$ cat src/rtl/udp_recv_if.sv
// udp_recv stream interface: IP payload bytes in, parsed UDP header fields and payload strobes out.
// master = IP stage / consumer side, slave = udp_recv.
interface udp_recv_if;
    logic        rx_enable;
    logic [7:0]  data;
    logic        active;
    logic [15:0] from_port;
    logic [15:0] to_port;
    logic [15:0] payload_len;
    logic [15:0] byte_no;
    logic        packet_done;
    logic        length_error;

    modport master (
        output rx_enable, data,
        input  active, from_port, to_port, payload_len, byte_no, packet_done, length_error
    );

    modport slave (
        input  rx_enable, data,
        output active, from_port, to_port, payload_len, byte_no, packet_done, length_error
    );
endinterface

$ cat src/rtl/udp_recv.sv
// UDP receive parser: extracts ports/length from the 8-byte header and gates payload bytes.
// Optional destination-port filtering is compiled in with `UDP_PORT_FILTER_EN.
module udp_recv #(
    parameter logic [15:0] LOCAL_PORT = 16'd1024
) (
    input  logic         clock,
    input  logic         reset,
    udp_recv_if.slave    bus
);
    typedef enum logic [1:0] {
        S_IDLE    = 2'd0,
        S_HEADER  = 2'd1,
        S_PAYLOAD = 2'd2,
        S_DONE    = 2'd3
    } state_t;

    state_t      r_state;
    logic        r_rx_q;
    logic [3:0]  r_hdr_cnt;
    logic [15:0] r_len;
    logic [15:0] r_cnt;
    logic [15:0] r_from_port;
    logic [15:0] r_to_port;
    logic [15:0] r_payload_len;
    logic        r_done;
    logic        r_err;

`ifndef UDP_PORT_FILTER_EN
    logic w_unused_ok;
    assign w_unused_ok = &{1'b0, LOCAL_PORT};
`endif

    // r_rx_q resets high so a datagram already in flight at reset is skipped until rx_enable re-rises.
    always_ff @(posedge clock) begin
        if (reset) begin
            r_state       <= S_IDLE;
            r_rx_q        <= 1'b1;
            r_hdr_cnt     <= 4'd0;
            r_len         <= 16'd0;
            r_cnt         <= 16'd0;
            r_from_port   <= 16'd0;
            r_to_port     <= 16'd0;
            r_payload_len <= 16'd0;
            r_done        <= 1'b0;
            r_err         <= 1'b0;
        end else begin
            r_rx_q <= bus.rx_enable;
            r_done <= 1'b0;
            r_err  <= 1'b0;
            if (!bus.rx_enable) begin
                r_err   <= (r_state == S_HEADER) || (r_state == S_PAYLOAD);
                r_state <= S_IDLE;
            end else begin
                case (r_state)
                    S_IDLE: begin
                        if (!r_rx_q) begin
                            r_from_port[15:8] <= bus.data;
                            r_hdr_cnt         <= 4'd2;
                            r_state           <= S_HEADER;
                        end
                    end
                    S_HEADER: begin
                        r_hdr_cnt <= r_hdr_cnt + 4'd1;
                        case (r_hdr_cnt)
                            4'd2: r_from_port[7:0]  <= bus.data;
                            4'd3: r_to_port[15:8]   <= bus.data;
                            4'd4: begin
                                r_to_port[7:0] <= bus.data;
`ifdef UDP_PORT_FILTER_EN
                                if ({r_to_port[15:8], bus.data} != LOCAL_PORT) begin
                                    r_state <= S_DONE;
                                end
`endif
                            end
                            4'd5: r_len[15:8] <= bus.data;
                            4'd6: r_len[7:0]  <= bus.data;
                            4'd8: begin
                                if (r_len < 16'd8) begin
                                    r_err   <= 1'b1;
                                    r_state <= S_DONE;
                                end else if (r_len == 16'd8) begin
                                    r_done  <= 1'b1;
                                    r_state <= S_DONE;
                                end else begin
                                    r_payload_len <= r_len - 16'd8;
                                    r_cnt         <= 16'd0;
                                    r_state       <= S_PAYLOAD;
                                end
                            end
                            default: ;
                        endcase
                    end
                    S_PAYLOAD: begin
                        r_cnt <= r_cnt + 16'd1;
                        if (r_cnt == r_payload_len - 16'd1) begin
                            r_done  <= 1'b1;
                            r_state <= S_DONE;
                        end
                    end
                    S_DONE: ;
                    default: r_state <= S_IDLE;
                endcase
            end
        end
    end

    assign bus.active       = bus.rx_enable & (r_state == S_PAYLOAD);
    assign bus.byte_no      = r_cnt;
    assign bus.from_port    = r_from_port;
    assign bus.to_port      = r_to_port;
    assign bus.payload_len  = r_payload_len;
    assign bus.packet_done  = r_done;
    assign bus.length_error = r_err;
endmodule
$ cat src/flat_wrapper.sv
// flat-port wrapper written by rule: the top's interface ports become plain ports
module udp_recv_flat 
#(
    parameter logic [15:0] LOCAL_PORT = 16'd1024
)
  (clock, reset, bus_rx_enable, bus_data, bus_active, bus_from_port, bus_to_port, bus_payload_len, bus_byte_no, bus_packet_done, bus_length_error);
  udp_recv_if bus_i ();
  input  logic clock;
  input  logic reset;
  input wire logic [$bits(bus_i.rx_enable)-1:0] bus_rx_enable;
  input wire logic [$bits(bus_i.data)-1:0] bus_data;
  output wire logic [$bits(bus_i.active)-1:0] bus_active;
  output wire logic [$bits(bus_i.from_port)-1:0] bus_from_port;
  output wire logic [$bits(bus_i.to_port)-1:0] bus_to_port;
  output wire logic [$bits(bus_i.payload_len)-1:0] bus_payload_len;
  output wire logic [$bits(bus_i.byte_no)-1:0] bus_byte_no;
  output wire logic [$bits(bus_i.packet_done)-1:0] bus_packet_done;
  output wire logic [$bits(bus_i.length_error)-1:0] bus_length_error;
  assign bus_i.rx_enable = bus_rx_enable;
  assign bus_i.data = bus_data;
  assign bus_active = bus_i.active;
  assign bus_from_port = bus_i.from_port;
  assign bus_to_port = bus_i.to_port;
  assign bus_payload_len = bus_i.payload_len;
  assign bus_byte_no = bus_i.byte_no;
  assign bus_packet_done = bus_i.packet_done;
  assign bus_length_error = bus_i.length_error;
  udp_recv #(.LOCAL_PORT(LOCAL_PORT)) u_core (.clock(clock), .reset(reset), .bus(bus_i));
endmodule
$ cat config.mk
export PLATFORM = sky130hd
export DESIGN_NAME = udp_recv_flat
export DESIGN_NICKNAME = d
export VERILOG_FILES = /design/src/rtl/udp_recv_if.sv /design/src/rtl/udp_recv.sv /design/src/flat_wrapper.sv
export SDC_FILE = /design/constraint.sdc
export NUM_CORES = 1
export LEC_CHECK = 0
export BUFFER_PORTS_ARGS = -buffer_cell sky130_fd_sc_hd__buf_4
export CAP_MARGIN = 15
export CORE_ASPECT_RATIO = 2
export CORE_MARGIN = 2
export CORE_UTILIZATION = 35
export DETAILED_ROUTE_END_ITERATION = 10
export PLACE_DENSITY_LB_ADDON = 0.12
export SLEW_MARGIN = 20
export SYNTH_ARGS = -nofsm -noshare
export SYNTH_HDL_FRONTEND = slang
export SYNTH_SLANG_ARGS = --single-unit
$ cat constraint.sdc
create_clock -name clock -period 3.1 [get_ports clock]
set_input_delay 0.31 -clock clock [delete_from_list [all_inputs] [get_ports clock]]
set_output_delay 0.31 -clock clock [all_outputs]
set_load 0.1 [all_outputs]
==> summary.txt, run 1 <==
Outcome
  • Outcome: finished, final reports clean

Yosys
  • EDFF count, synth: 0
  • Area share of the largest cell type after synthesis: between 40% and 50%
  • Post-synthesis sequential area ratio: around 40%
  • Top post-synthesis cells by area: dfxtp_1, nand2_1, a21oi_1, nand3_1, nor2_1
  • Number of synthesized register bits: a little under 90
  • Most used flip-flop cell after synthesis: dfxtp_1
  • Syn Nets: 558
  • Async SR Flop Fraction: 0%
  • Syn Area/Cell: between 8 and 9 µm²
  • Syn Inst Count: around 540
  • Post-synth cell types: 55
  • Post-Syn Area: roughly 0.0044 mm²
  • Synth area leader: dfxtp_1
  • Yosys warnings: 0

Layout
  • Post-route insts no fill: about 760
  • Fillers: around 1300
  • Area Growth Syn to Fin: 23.2%
  • Ant diodes: 0
  • Nets: ~620
  • Fin area: 0.00546 mm²
  • Layout cells sized above 1: 18.6%

Floorplanning
  • FP Rows: between 50 and 60
  • Core area: between 0.01 and 0.015 mm²
  • Die width: between 80 and 90 µm
  • Die footprint: roughly 0.014 mm²
  • Initial core utilization: 35.5%
  • Vert. Die Dim: between 150 and 200 µm
  • Top Ports: 78

Setup path
  • FF-to-FF Start: u_core.bus.payload_len[0]
  • CP Data Required Time: ~3300 ps
  • WP buf/inv: 1
  • Slowest stage delay, CP: about 550 ps
  • Setup crit start: u_core.bus.payload_len[0]
  • CP Data Arrival Time: about 2900 ps
  • Crit start category: register
  • Cell family with most CP delay: compound AO/OA/AOI/OAI gates
  • Crit. End Element: register
  • Worst setup path category: register to register
  • CP Cell Sequence: inv_1 -> ha_1 -> nor3b_1 -> nor4_1 -> o21bai_1 -> a2111oi_2 -> o2111ai_1 -> a21o_1 -> mux2i_1
  • CP max FO: 9
  • CP max stage cell: dfxtp_1

Drt
  • Iteration-0 DRC Markers: between 100 and 150
  • Remaining DRCs: 0
  • Vias: 4034
  • Antenna-violating nets left: 0
  • Via-to-Cell Ratio: roughly 5.3
  • Drt wl/cell: roughly 16 µm
  • WL final: between 10000 and 15000 µm
  • Number of iterations in the first detailed-routing pass: 4

Pwr
  • VDD IR max: slightly below 0.3 mV
  • LEAKAGE: 2.19 nW
  • P_sw: around 0.00056 W
  • Pwr Density: 464 mW/mm²
  • Power, Total: roughly 0.0025 W
  • Power Internal: between 0.0015 and 0.002 W
  • Clock power frac: roughly 49%
  • Sequential Power Share: 45.6%
  • Combinational power share: about 5.2%
  • Switching fraction of total power: 22.1%

Place
  • Input/output buffers: slightly below 80
  • RD Place Congestion: 0.866
  • Dpl hpwl: approximately 9400 µm
  • Dpl cells: 740
  • Cell Area, Placed: 0.00512 mm²
  • Pre-CTS WS: roughly 440 ps

STA
  • Slew Viols, Final: 0
  • Final setup margin: about 450 ps
  • Tmin final: ~2700 ps
  • Max Fclk: roughly 0.38 GHz
  • Final period util: 85.6%
  • Setup violators final: 0
  • Hold Fails Final Rpt: 0
  • Worst Tran Pin Value: about 750 ps
  • Sum Neg Setup Slack: 0 ps
  • Max_slew headroom: about half
  • Setup repair after global routing missed its margin: no
  • Clk_skew: ~5.4 ps

Global routing
  • GRT Util Overall: a little under a fifth
  • Largest net degree at the start of global routing: 72
  • Vias in the first global route: between 3000 and 4000
  • First-pass GRT wire length: ~20000 µm
  • Total grt overflow: 0
  • Initial antenna violation count: 0

Clocking
  • CTS max path bufs: 2
  • Hold_buf cts: 0
  • Num CTS Buffers: 9
  • Post_cts resized: 0
  • Clk slew on worst S/H paths: roughly 60 ps
  • CTS tree: built
  • Post-CTS setup buffers: 0
  • H-Tree Depth: 3
  • Root Driver: clkbuf_16
  • Sink Count: between 80 and 90
  • Clk Latency, worst-skew pair: around 330 ps

Job
  • Maxcap violations: 0

Hold path
  • Tightest Hold Check Type: primary input to register
  • Worst Hold Launch: bus_rx_enable
per-stage QoR:
step                      hold WS [ps]  utilization (%)
after detailed placement           451             41.0
after floorplan                    454                -
after CTS                          259             43.8
after global routing               267             43.8
after global placement             443             41.0
final                              262             43.8
Yosys cell counts (2+ instances only):
cell type	number
clkbuf_1	24
nor4_2	3
buf_2	3
nor2_1	51
a211oi_1	12
a22o_1	2
a21oi_1	55
o21bai_1	3
dfxtp_1	89
nand3_1	48
and4_1	2
nor4_4	3
nand2_1	74
nor2b_1	7
and2_1	2
nor3b_1	3
nand3b_1	2
and3_1	4
buf_6	2
nand2b_1	2
mux2i_1	9
or3_1	6
xnor2_1	18
ha_1	11
nor3_1	8
nand4_1	11
o2111ai_1	2
nor4_1	6
a21o_1	2
o21ai_0	8
o311a_1	2
or2_2	2
inv_1	16
xor2_1	21
a311oi_1	3
cells in the final DEF (no fill, tap or decap), drive strengths merged, types with 3 or more instances in the layout:
cell type / count
nor2: 51
nand2: 74
buf: 83
bufinv: 3
ha: 11
or3: 6
and3: 4
dfxtp: 89
xnor2: 18
nor3b: 4
mux2i: 9
a311oi: 3
nor2b: 7
xor2: 21
nor4: 12
inv: 16
nand4: 11
o21ai: 8
nand3: 48
clkbuf: 10
a21oi: 55
o21bai: 3
a211oi: 12
clkinv: 3
nor3: 9
sequential cells by signal, indices dropped and copies added, names as in the netlist:
register,cells
u_core.bus.length_error,1
u_core.r_state,2
u_core.r_hdr_cnt,4
u_core.r_len,16
u_core.bus.packet_done,1
u_core.r_rx_q,1
u_core.bus.to_port,16
u_core.bus.byte_no,16
u_core.bus.from_port,16
u_core.bus.payload_len,16
path summary, 6_finish.rpt:
path / depth (start not counted) / slack [ps] / end
max: 9 / 450 / u_core.r_state[1]
min: 2 / 260 / u_core.r_rx_q
max reg2reg: 9 / 450 / u_core.r_state[1]
min reg2reg: 2 / 460 / u_core.bus.from_port[2]
kinds of logic after synthesis:
| logic type | after synthesis | share of synthesized area [%] |
|---|---|---|
| AO/OA/AOI/OAI | 101 | 14.4 |
| XOR/XNOR | 40 | 8.21 |
| buffers and inverters | 45 | 4.23 |
| AND/OR/NAND/NOR | 240 | 27.6 |
| multiplexers | 10 | 2.29 |
| flip-flops | 89 | 40.2 |
| adder cells (fa/ha/maj) | 11 | 3.10 |
final cells by class:
| class | count | area (µm²) | share of cell area, % |
|---|---|---|---|
| Clock buffer | 10 | 229 | 4.19 |
| Multi-Input combinational cell | 402 | 2460 | 45.1 |
| Sequential cell | 89 | 1780 | 32.6 |
| Timing Repair Buffer | 83 | 623 | 11.4 |
| Clock inverter | 6 | 116 | 2.13 |
| Inverter | 16 | 60.1 | 1.10 |
| Tap cell | 150 | 188 | 3.44 |
layer usage:
layer	share of wire, %	global-route usage [%]
met5	0	0
met4	4.5	10.6
met3	3.9	3.13
met2	54	34.4
met1	38	18.5
power groups by stage:
| stage | registers, W | clock network, W | logic [W] |
|---|---|---|---|
| 6_report | 0.00116 | 0.00125 | 0.000131 |
| 3_5_place_dp | 0.00118 | 0 | 0.000132 |
| 4_1_cts | 0.00116 | 0.00129 | 0.000132 |
| 2_1_floorplan | 0.00121 | 0 | 0.0000545 |
| 3_3_place_gp | 0.00118 | 0 | 0.000131 |
| 5_1_grt | 0.00116 | 0.00134 | 0.000140 |
No activity file was read; power rests on OpenSTA's default activity.
==> run 2: changes to the inputs <==
ABC_AREA = 1   (was default)
==> run 2 against run 1 <==
Sequential share of layout area down 0.35 points; clock power down 9%; flip-flop and latch count unchanged; critical path depth unchanged.
==> summary.txt, run 2 <==
Layout
  • Area occupied by registers: roughly 0.0018 mm²
  • Footprint of the multi-input gates: between 0.002 and 0.0025 mm²
  • Area Growth Syn to Fin: 24.0%
  • Commonest non-fill, non-tap cell in the layout: nor2_1
  • Fillers: approximately 1300
  • Most frequent cells in the layout: nor2_1, nand2_1, dfxtp_1, buf_4, inv_1
  • Post-route insts no fill: 888
  • Nets: 755
  • Ant diodes: 0
  • Layout cells sized above 1: 15.0%

Yosys
  • Top post-synthesis cells by area: dfxtp_1, nor2_1, nand2_1, o21ai_0, inv_1
  • Post-Syn Area: 0.00445 mm²
  • Synth cell count leaders: nor2_1, nand2_1, dfxtp_1
  • EDFF count, synth: 0
  • Synth area leader: dfxtp_1
  • Number of synthesized register bits: 89
  • Area share of the largest cell type after synthesis: about two fifths
  • Post-synth cell types: 33
  • Most used flip-flop cell after synthesis: dfxtp_1
  • Syn Nets: between 600 and 700
  • Async SR Flop Fraction: 0%
  • Post-synthesis sequential area ratio: ~40%
  • Syn Area/Cell: about 6.8 µm²
  • Syn Inst Count: approximately 650
  • Yosys warnings: 0
  • Most frequent cell after synthesis: nor2_1

Setup path
  • Cell family with most CP delay: compound AO/OA/AOI/OAI gates
  • Worst reg2reg path depth: 9
  • CP max stage cell: o21ai_2
  • Setup crit start: u_core.r_state[1]
  • CP max FO: 9
  • Number of cells on the critical path: 9
  • FF-to-FF Start: u_core.r_state[1]
  • CP Data Required Time: ~3300 ps
  • WP buf/inv: 2
  • Crit. End Element: register
  • Crit start category: register
  • Slowest stage delay, CP: about 370 ps
  • CP Cell Sequence: inv_1 -> ha_1 -> nand2_1 -> a21oi_2 -> nand2_4 -> o21ai_2 -> inv_2 -> o21ai_0 -> a21oi_1
  • Worst r2r dst: u_core.bus.byte_no[6]
  • R2R setup slack: just over 900 ps
  • CP endpoint: u_core.bus.byte_no[6]
  • CP Data Arrival Time: about 2400 ps
  • Worst setup path category: register to register

STA
  • Tmin final: 2190 ps
  • Worst Tran Pin Value: about 580 ps
  • Setup violators final: 0
  • Hold Fails Final Rpt: 0
  • Max Fclk: 0.457 GHz
  • Setup repair after global routing missed its margin: no
  • Max_slew headroom: between 60% and 70%
  • Final period util: 70.6%
  • Sum Neg Setup Slack: 0 ps
  • Slew Viols, Final: 0
  • Clk_skew: about 9 ps

Floorplanning
  • Die footprint: 0.0137 mm²
  • Top Ports: between 70 and 80
  • Initial core utilization: 35.7%
  • Core area: between 0.01 and 0.015 mm²
  • Vert. Die Dim: approximately 160 µm
  • Die width: between 80 and 90 µm
  • FP Rows: just under 60

Place
  • Dpl cells: between 800 and 900
  • RD Place Congestion: ~0.89
  • Input/output buffers: between 70 and 80
  • Dpl hpwl: roughly 10000 µm

Clocking
  • CTS max path bufs: 2
  • Post-CTS setup buffers: 0
  • Post_cts resized: 0
  • Hold_buf cts: 0
  • H-Tree Depth: 3
  • Root Driver: clkbuf_16
  • CTS tree: built
  • Clk slew on worst S/H paths: 70 ps
  • Sink Count: 89
  • Clk Latency, worst-skew pair: around 340 ps
  • Num CTS Buffers: 9

Pwr
  • LEAKAGE: about 2.6 nW
  • VDD IR max: about 0.25 mV
  • Pwr Density: between 400 and 500 mW/mm²

Drt
  • WL final: around 13000 µm
  • Iteration-0 DRC Markers: 200
  • Via-to-Cell Ratio: about 4.9
  • Number of iterations in the first detailed-routing pass: 4
  • Drt wl/cell: 14.6 µm
  • Remaining DRCs: 0
  • Vias: 4375
  • Antenna-violating nets left: 0

Job
  • Maxcap violations: 0

Global routing
  • GRT Util Overall: 19.5%
  • Initial antenna violation count: 0
  • Total grt overflow: 0
  • First-pass GRT wire length: between 20000 and 25000 µm
  • Vias in the first global route: about 4400
  • Largest net degree at the start of global routing: 48

Outcome
  • Outcome: finished, final reports clean

Hold path
  • Tightest Hold Check Type: primary input to register
## run 2: metrics by stage
step                total power [W]  hold slack, ps  util, %  setup WS [ps]  instance area [µm²]
floorplan                   0.00130             418        -            552                 4450
global placement            0.00136             467     41.8           1020                 5210
detailed placement          0.00136             475     41.8            944                 5210
CTS                         0.00250             219     44.2            924                 5520
global route                0.00257             223     44.2            767                 5520
finish                      0.00247             232     44.2            911                 5520
## run 2: worst min-delay path by stage
stage | start | endpoint | slack (ps) | cells after the start
final | bus_rx_enable | u_core.r_rx_q | 230 | 3
after global placement | u_core.r_len[4] | u_core.r_len[4] | 470 | 2
after global routing | bus_rx_enable | u_core.r_rx_q | 220 | 3
after CTS | bus_rx_enable | u_core.r_rx_q | 220 | 3
after detailed placement | u_core.r_len[4] | u_core.r_len[4] | 480 | 2
after floorplan | bus_rx_enable | u_core.r_rx_q | 420 | 2
## run 2: cell type report
cell class / count / area share, %
clock buffers: 9 / 4.08
clock inverters: 7 / 1.54
inverters: 78 / 5.30
multi-input cells: 473 / 42.3
flip-flops and latches: 89 / 32.3
well taps: 150 / 3.40
repair buffers: 82 / 11.1
## run 2: logic make-up (layout without fill, tap and decap cells)
logic type | count (synthesis) | count (layout) | synth area share [%]
compound gates | 129 | 129 | 15.3
buf+inv | 90 | 176 | 7.59
xor+xnor | 25 | 25 | 4.92
simple gates | 308 | 308 | 29.1
flops | 89 | 89 | 40.0
fa+ha+maj | 11 | 11 | 3.09
## run 2: worst register-to-register path, delay by kind of cell (launching register included)
| kind | cells | cell delay, ps |
|---|---|---|
| adder cells (fa/ha/maj) | 1 | 300 |
| buffers and inverters | 2 | 270 |
| AND/OR/NAND/NOR | 2 | 370 |
| AO/OA/AOI/OAI | 4 | 790 |
| flip-flops | 1 | 340 |
## run 2: per-layer routing
| layer | routed length (µm) | track usage [%] | part of all wire (%) | up-vias |
|---|---|---|---|---|
| li1 | - | - | - | 2254 |
| met1 | 4620 | 18.5 | 36 | 1963 |
| met2 | 7240 | 37.8 | 56 | 124 |
| met3 | 525 | 3.34 | 4.0 | 34 |
| met4 | 583 | 11.9 | 4.5 | 0 |
| met5 | 0 | 0 | 0 | - |
## run 2: power breakdown
group	internal, W	total [W]	leakage [nW]	switching (W)
registers	0.00115	0.00116	0.718	0.00000831
logic	0.0000400	0.000174	1.69	0.000134
clock network	0.000642	0.00114	0.146	0.000493
